## config.mk

```make
export PLATFORM = sky130hd
export DESIGN_NAME = wb_arbiter
export DESIGN_NICKNAME = d
export VERILOG_FILES = /design/src/rtl/wb_arbiter.sv
export SDC_FILE = /design/constraint.sdc
export NUM_CORES = 1
export LEC_CHECK = 0
export ABC_AREA = 1
export CORE_UTILIZATION = 41
export CTS_CLUSTER_DIAMETER = 100
export CTS_CLUSTER_SIZE = 25
export DETAILED_ROUTE_END_ITERATION = 10
export PLACE_DENSITY = 0.8
export SYNTH_ARGS = -nofsm -noshare
export SYNTH_HDL_FRONTEND = slang
export SYNTH_SLANG_ARGS = --single-unit
```

## constraint.sdc

```tcl
create_clock -name clk -period 1.8 [get_ports clk]
set_clock_uncertainty 0.15 [all_clocks]
set_input_delay 0.36 -clock clk [delete_from_list [all_inputs] [get_ports clk]]
set_output_delay 0.36 -clock clk [all_outputs]
set_load 0.02 [all_outputs]
```

## src/rtl/wb_arbiter.sv

```systemverilog
// wb_arbiter
//   Writeback arbiter: picks one of N_REQ requesters (0 = ALU, 1 = FPU,
//   2 = MEM) each cycle and drives a shared registered write port into
//   the integer or float register file.
//
//   Configuration macro: WB_ROUND_ROBIN_EN
//     defined   -> round-robin arbitration from a rotating priority pointer
//     undefined -> fixed priority, lowest index wins (pointer held at 0)
//
//   Ports
//     clk            in   clock, all state on posedge
//     rstn           in   synchronous active-low reset
//     req_valid      in   [N_REQ]    per-requester write request
//     req_freg       in   [N_REQ]    1 = float regfile, 0 = integer regfile
//     req_dest       in   [5*N_REQ]  destination, requester i at [5i+4:5i]
//     req_data       in   [32*N_REQ] write data, requester i at [32i+31:32i]
//     req_ready      out  [N_REQ]    combinational one-hot (or zero) grant
//     reg_w_enable   out             integer regfile write strobe (registered)
//     freg_w_enable  out             float regfile write strobe (registered)
//     reg_w_dest     out  [5]        registered destination (both files)
//     reg_w_data     out  [32]       registered write data (both files)
//     retired_count  out  [32]       accepted transfers since reset
module wb_arbiter #(
   parameter int N_REQ = 3
) (
   input  logic                  clk,
   input  logic                  rstn,
   input  logic [N_REQ-1:0]      req_valid,
   input  logic [N_REQ-1:0]      req_freg,
   input  logic [5*N_REQ-1:0]    req_dest,
   input  logic [32*N_REQ-1:0]   req_data,
   output logic [N_REQ-1:0]      req_ready,
   output logic                  reg_w_enable,
   output logic                  freg_w_enable,
   output logic [4:0]            reg_w_dest,
   output logic [31:0]           reg_w_data,
   output logic [31:0]           retired_count
);

   localparam int IDXW = (N_REQ > 1) ? $clog2(N_REQ) : 1;

   logic [IDXW-1:0] ptr_q, ptr_d;
   logic            reg_w_en_q, freg_w_en_q;
   logic [4:0]      dest_q;
   logic [31:0]     data_q;
   logic [31:0]     retired_q;

   logic [N_REQ-1:0] grant;
   logic [IDXW-1:0]  gidx;
   logic             xfer;
   logic             found;
   logic             sel_freg;
   logic [4:0]       sel_dest;
   logic [31:0]      sel_data;
   int               idx;

   // Scan from ptr upward (wrapping) and grant the first valid requester.
   // Grants are suppressed entirely while reset is asserted.
   always_comb begin
      grant = '0;
      gidx  = '0;
      found = 1'b0;
      idx   = 0;
      if (rstn) begin
         for (int k = 0; k < N_REQ; k++) begin
            idx = int'(ptr_q) + k;
            if (idx >= N_REQ) idx = idx - N_REQ;
            if (!found && req_valid[IDXW'(idx)]) begin
               found = 1'b1;
               grant[IDXW'(idx)] = 1'b1;
               gidx = IDXW'(idx);
            end
         end
      end
   end

   assign xfer = found;

   always_comb begin
      sel_freg = req_freg[gidx];
      sel_dest = req_dest[int'(gidx)*5 +: 5];
      sel_data = req_data[int'(gidx)*32 +: 32];
   end

`ifdef WB_ROUND_ROBIN_EN
   // After a transfer the requester just served drops to lowest priority.
   always_comb begin
      ptr_d = ptr_q;
      if (xfer)
         ptr_d = (gidx == IDXW'(N_REQ-1)) ? '0 : gidx + 1'b1;
   end
`else
   always_comb begin
      ptr_d = '0;
   end
`endif

   always_ff @(posedge clk) begin
      if (!rstn) begin
         ptr_q       <= '0;
         reg_w_en_q  <= 1'b0;
         freg_w_en_q <= 1'b0;
         dest_q      <= '0;
         data_q      <= '0;
         retired_q   <= '0;
      end else begin
         // Integer x0 is accepted and counted but never strobed.
         reg_w_en_q  <= xfer && !sel_freg && (sel_dest != 5'd0);
         freg_w_en_q <= xfer && sel_freg;
         if (xfer) begin
            ptr_q     <= ptr_d;
            dest_q    <= sel_dest;
            data_q    <= sel_data;
            retired_q <= retired_q + 32'd1;
         end
      end
   end

   assign req_ready     = grant;
   assign reg_w_enable  = reg_w_en_q;
   assign freg_w_enable = freg_w_en_q;
   assign reg_w_dest    = dest_q;
   assign reg_w_data    = data_q;
   assign retired_count = retired_q;

endmodule

```

# After elaboration in Yosys (flattened, before gate mapping)
# Index checks and enable logic that the tools add are counted.
[op_classes] addsub=1 n_mul=1 magnitude_cmp=7 shift=2 n_mux=36 n_bitwise=2 n_reduce_logical=12
[ops] cell="96-bit by 8-bit variable part select with 32-bit output" count=1
[ops] cell="32-bit by 1-bit adder with 32-bit output (second input constant)" count=1
[ops] cell="3-bit 2-to-1 mux" count=6
[ops] cell="1-bit 2-to-1 mux" count=16
[ops] cell="15-bit by 6-bit variable part select with 5-bit output" count=1
[ops] cell="2-bit 2-to-1 mux" count=7
[ops] cell="2-bit by 4-bit less-than comparator with 1-bit output (second input constant)" count=3
[ops] cell="1-bit binary-select mux with 2-bit select" count=4
[ops] cell="1-bit logical AND" count=8
[ops] cell="1-bit demux with 2-bit select" count=3
[ops] cell="2-bit by 1-bit >= comparator with 1-bit output (second input constant)" count=3
[ops] cell="3-bit OR" count=2
[ops] cell="2-bit by 3-bit multiplier with 5-bit output (second input constant)" count=1
[ops] cell="5-bit nonzero test" count=1
[ops] cell="1-bit logical NOT" count=3
[ops] cell="2-bit by 3-bit less-than comparator with 1-bit output (second input constant)" count=1
[word_totals] ff_bits=71 inputBits=119 out_inout_bits=74 elab_cells=66

# Depth between registers and ports, before layout
[logic_depth] word_depth=19 depth_mapped=9 mapped_depth_nobuf=9

# Worst setup path after synthesis
# Ideal clock, no wire load.
[synth_timing] path_type="register to register" start="register retired_q[1], in the netlist retired_count[1]" end="register retired_q[24], in the netlist retired_count[24]" setup_ns=0.110 arrival_ns=1.441 required_ns=1.540 setup_slack_ns=0.099 stages_incl_launch_ff=9 n_path_buf=0 period_less_slack_ns=1.701 cell_sequence="dfxtp_1 ha_1 nand3_1 nor2_1 nand3_2 nor2_2 nand3_1 nand2_1 nor2_1"
[synth_between] elab_chain_cells=1
[synth_rtl] element="from (decl)" line="46" rtl="logic [31:0] retired_q;"
[synth_rtl] element="from (signal assigned)" line="114" rtl="retired_q <= retired_q + 32'd1;"
[synth_rtl] element="32-bit by 1-bit adder with 32-bit output" line="114"
# No other way between the ends.
# A chain may end at the register's enable or synchronous reset.

# Final worst setup path
[layout_timing] start="register freg_w_en_q, in the netlist freg_w_enable" end="output freg_w_enable"
[layout_rtl] element="from (decl)" line="43" rtl="logic reg_w_en_q, freg_w_en_q;"
[layout_rtl] element="from (signal assigned)" line="109" rtl="freg_w_en_q <= xfer && sel_freg;"
[layout_rtl] element="to (decl)" line="34" rtl="output logic freg_w_enable,"
# No word-level cell between the ends.

==> flow_summary.ini <==
[finish]
design_area_um2 = 6330
diodes = 0
final_common_cell = clkdlybuf4s50_1
areaGrowthSynthToFinish_pct = 62.3
fin_util_pct = 68.5
multi_input_area_um2 = 2200
fin_nets = 907
mostFrequentLayoutCells = 116 x clkdlybuf4s50_1, 105 x nand2_1, 74 x a21oi_1, 69 x dlygate4sd2_1, 68 x dfxtp_1
n_fill_cell = 808
drive_gt1_share_pct = 9.72
seq_area_um2 = 1430

[critical_path]
cp.arrival_ns = 1.24
crit_chain = clkdlybuf4s50_1
timing_worst_setup_path_type = register to output port
crit_required_ns = 1.29
endpoint_kind = output port
reg2reg_setup_slack_ns = 0.10
critPathTopFamily = buffers and inverters
setup.worst_path.start_class = register
cpMaxStageDelayCell = clkdlybuf4s50_1
cp_slowest_stage_delay_ns = 0.60
crit_buf_inv = 1
path_max_fanout = 1

[sta]
setup_tns_ns = 0
finalHoldViolations = 0
setup_viol = 0
period_share_pct = 97.5
max_freq_ghz = 0.570
slew_viol_final = 0
min_period_ns = 1.75

[placement]
dp_hpwl_um = 10000
postPlaceCellArea_um2 = 6090
finalWeightedCongestion = 0.912
port_buffers = 191

[global_routing]
grt_pass1_vias = 4794
grt_usage_pct = 27.4
grt_max_degree = 48
overflow = 0
antenna_found_initial = 0
grt_pass1_wl_um = 21700

[floorplan]
rows = 35
die_y_um = 99.5
initial_core_util_pct = 42.2
coreArea_um2 = 9240
dieArea_um2 = 9910
io_pins = 193
die_width_um = 99.5

[cts]
clock_path_buffers = 2
cts_tree = built
cts_sinks = 71
cts_inserted_buffers = 9
htreeDepth = 3
clk_latency_ns = 0.33
cts-root-buf = clkbuf_8
cts_setup_buffers = 0
clkTransAtPathRegs_ns = 0.08

[detailed_routing]
wl_met2_um = 6840
m1WireLength_um = 5030
detail-route-antenna-nets = 0
route.met3.wl_um = 1110
topRoutingLayerUsed = met4
first_pass_iters = 5
drtIter0Drc = 192
vias_per_cell = 5.26
wl_um = 13500
wl_per_cell_um = 14.7
dr_total_vias = 4846
drc = 0

[yosys]
syn_inst = 586
syn_area_um2 = 3900
ys_warn_count = 0
synth_seq_area_share_pct = 36.4
ys_ff_latch = 71
yosys.area.top_type = dfxtp_1
synthesis.nets = 706
synth_top_cells_by_area = dfxtp_1 36%, nand2_1 10%, a21oi_1 9.5%
synth_top_area_share_pct = 36.4
ys_types = 31
postSynthAreaPerCell_um2 = 6.66

[job]
maxCapViolations = 0

[power_and_ir_drop]
p_leak_nw = 2.84
p_per_area_nw_per_um2 = 622
totalPowerFinal_mw = 3.94
ir_drop_uv = 315

[hold_path]
hold_path_class = register to register

[run_status]
outcome = finished clean
## cells in the mapped netlist
master	n
nor3_1	5
nand2_2	1
nand3_2	2
nand2_1	106
inv_2	1
dfxtp_1	71
buf_1	1
nor2_1	58
o21ai_0	61
nor2_4	3
a21oi_1	74
ha_1	1
nor2_2	3
buf_6	1
or2_1	1
xnor2_1	2
and3_1	1
nand2_4	1
o21bai_1	30
conb_1	1
a21o_1	2
nand3_1	38
inv_1	54
nand4_1	16
buf_4	6
buf_2	9
o21ai_1	19
clkbuf_1	14
a21oi_4	1
or2_2	1
o211ai_1	2
## metrics by stage
stage	hold WS (ns)	cells	setup WS, ns
after floorplan	0.378	586	0.0990
after global placement	0.308	905	-0.416
after detailed placement	0.318	905	-0.431
after CTS	0.330	921	0.00215
after global routing	0.363	921	-0.00996
final	0.330	921	0.0459
## area by class of cell
class                           count  area share (%)
Clock inverter                      4           0.830
Multi-Input combinational cell    429            34.8
Sequential cell                    71            22.5
Timing Repair Buffer              221            33.4
Inverter                           55            3.26
Clock buffer                       12            2.61
Tap cell                          129            2.55
## registers in the layout, indices dropped and copies added, names as in the netlist
name           flops
retired_count     32
freg_w_enable      1
reg_w_data        32
reg_w_dest         5
reg_w_enable       1
## worst paths after layout
kind                                                     from                       endpoint  cells past startpoint
worst max-delay path                 freg_w_enable$_SDFF_PN0_                  freg_w_enable                      1
worst min-delay path               reg_w_data[7]$_SDFFE_PN0P_     reg_w_data[7]$_SDFFE_PN0P_                      2
worst max register to register  retired_count[0]$_SDFFE_PN0P_  retired_count[8]$_SDFFE_PN0P_                      9
worst min register to register     reg_w_data[7]$_SDFFE_PN0P_     reg_w_data[7]$_SDFFE_PN0P_                      2
## cell families (layout without fill, tap and decap cells)
family	count (synthesis)	count (layout)	synth area share (%)
compound gates	189	189	26.7
xor+xnor	2	2	0.449
fa+ha+maj	1	1	0.321
simple gates	236	236	26.7
other cells	1	1	0.0961
buf+inv	86	292	9.33
flops	71	71	36.4
## timing repair
item                                    4_1_cts  5_1_grt
endpoints found under the setup margin       70       55
pin swaps                                     0        5
hold buffers                                  0        0
gates cloned                                  0        0
resized for setup                            73       36
## layer usage
metal  global-route usage (%)  vias to the layer above
li1                         -                     2365
met4                     14.8                        0
met3                     7.31                       41
met2                     49.0                      207
met1                     29.3                     2233
met5                        0                        -
## report_power, final
group,switching [mW],internal [mW],total [mW]
combinational,0.411,0.455,0.866
sequential,0.0406,1.65,1.69
clock,0.625,0.755,1.38
total,1.08,2.86,3.94
Note: power is estimated with default switching activity, not from simulation.
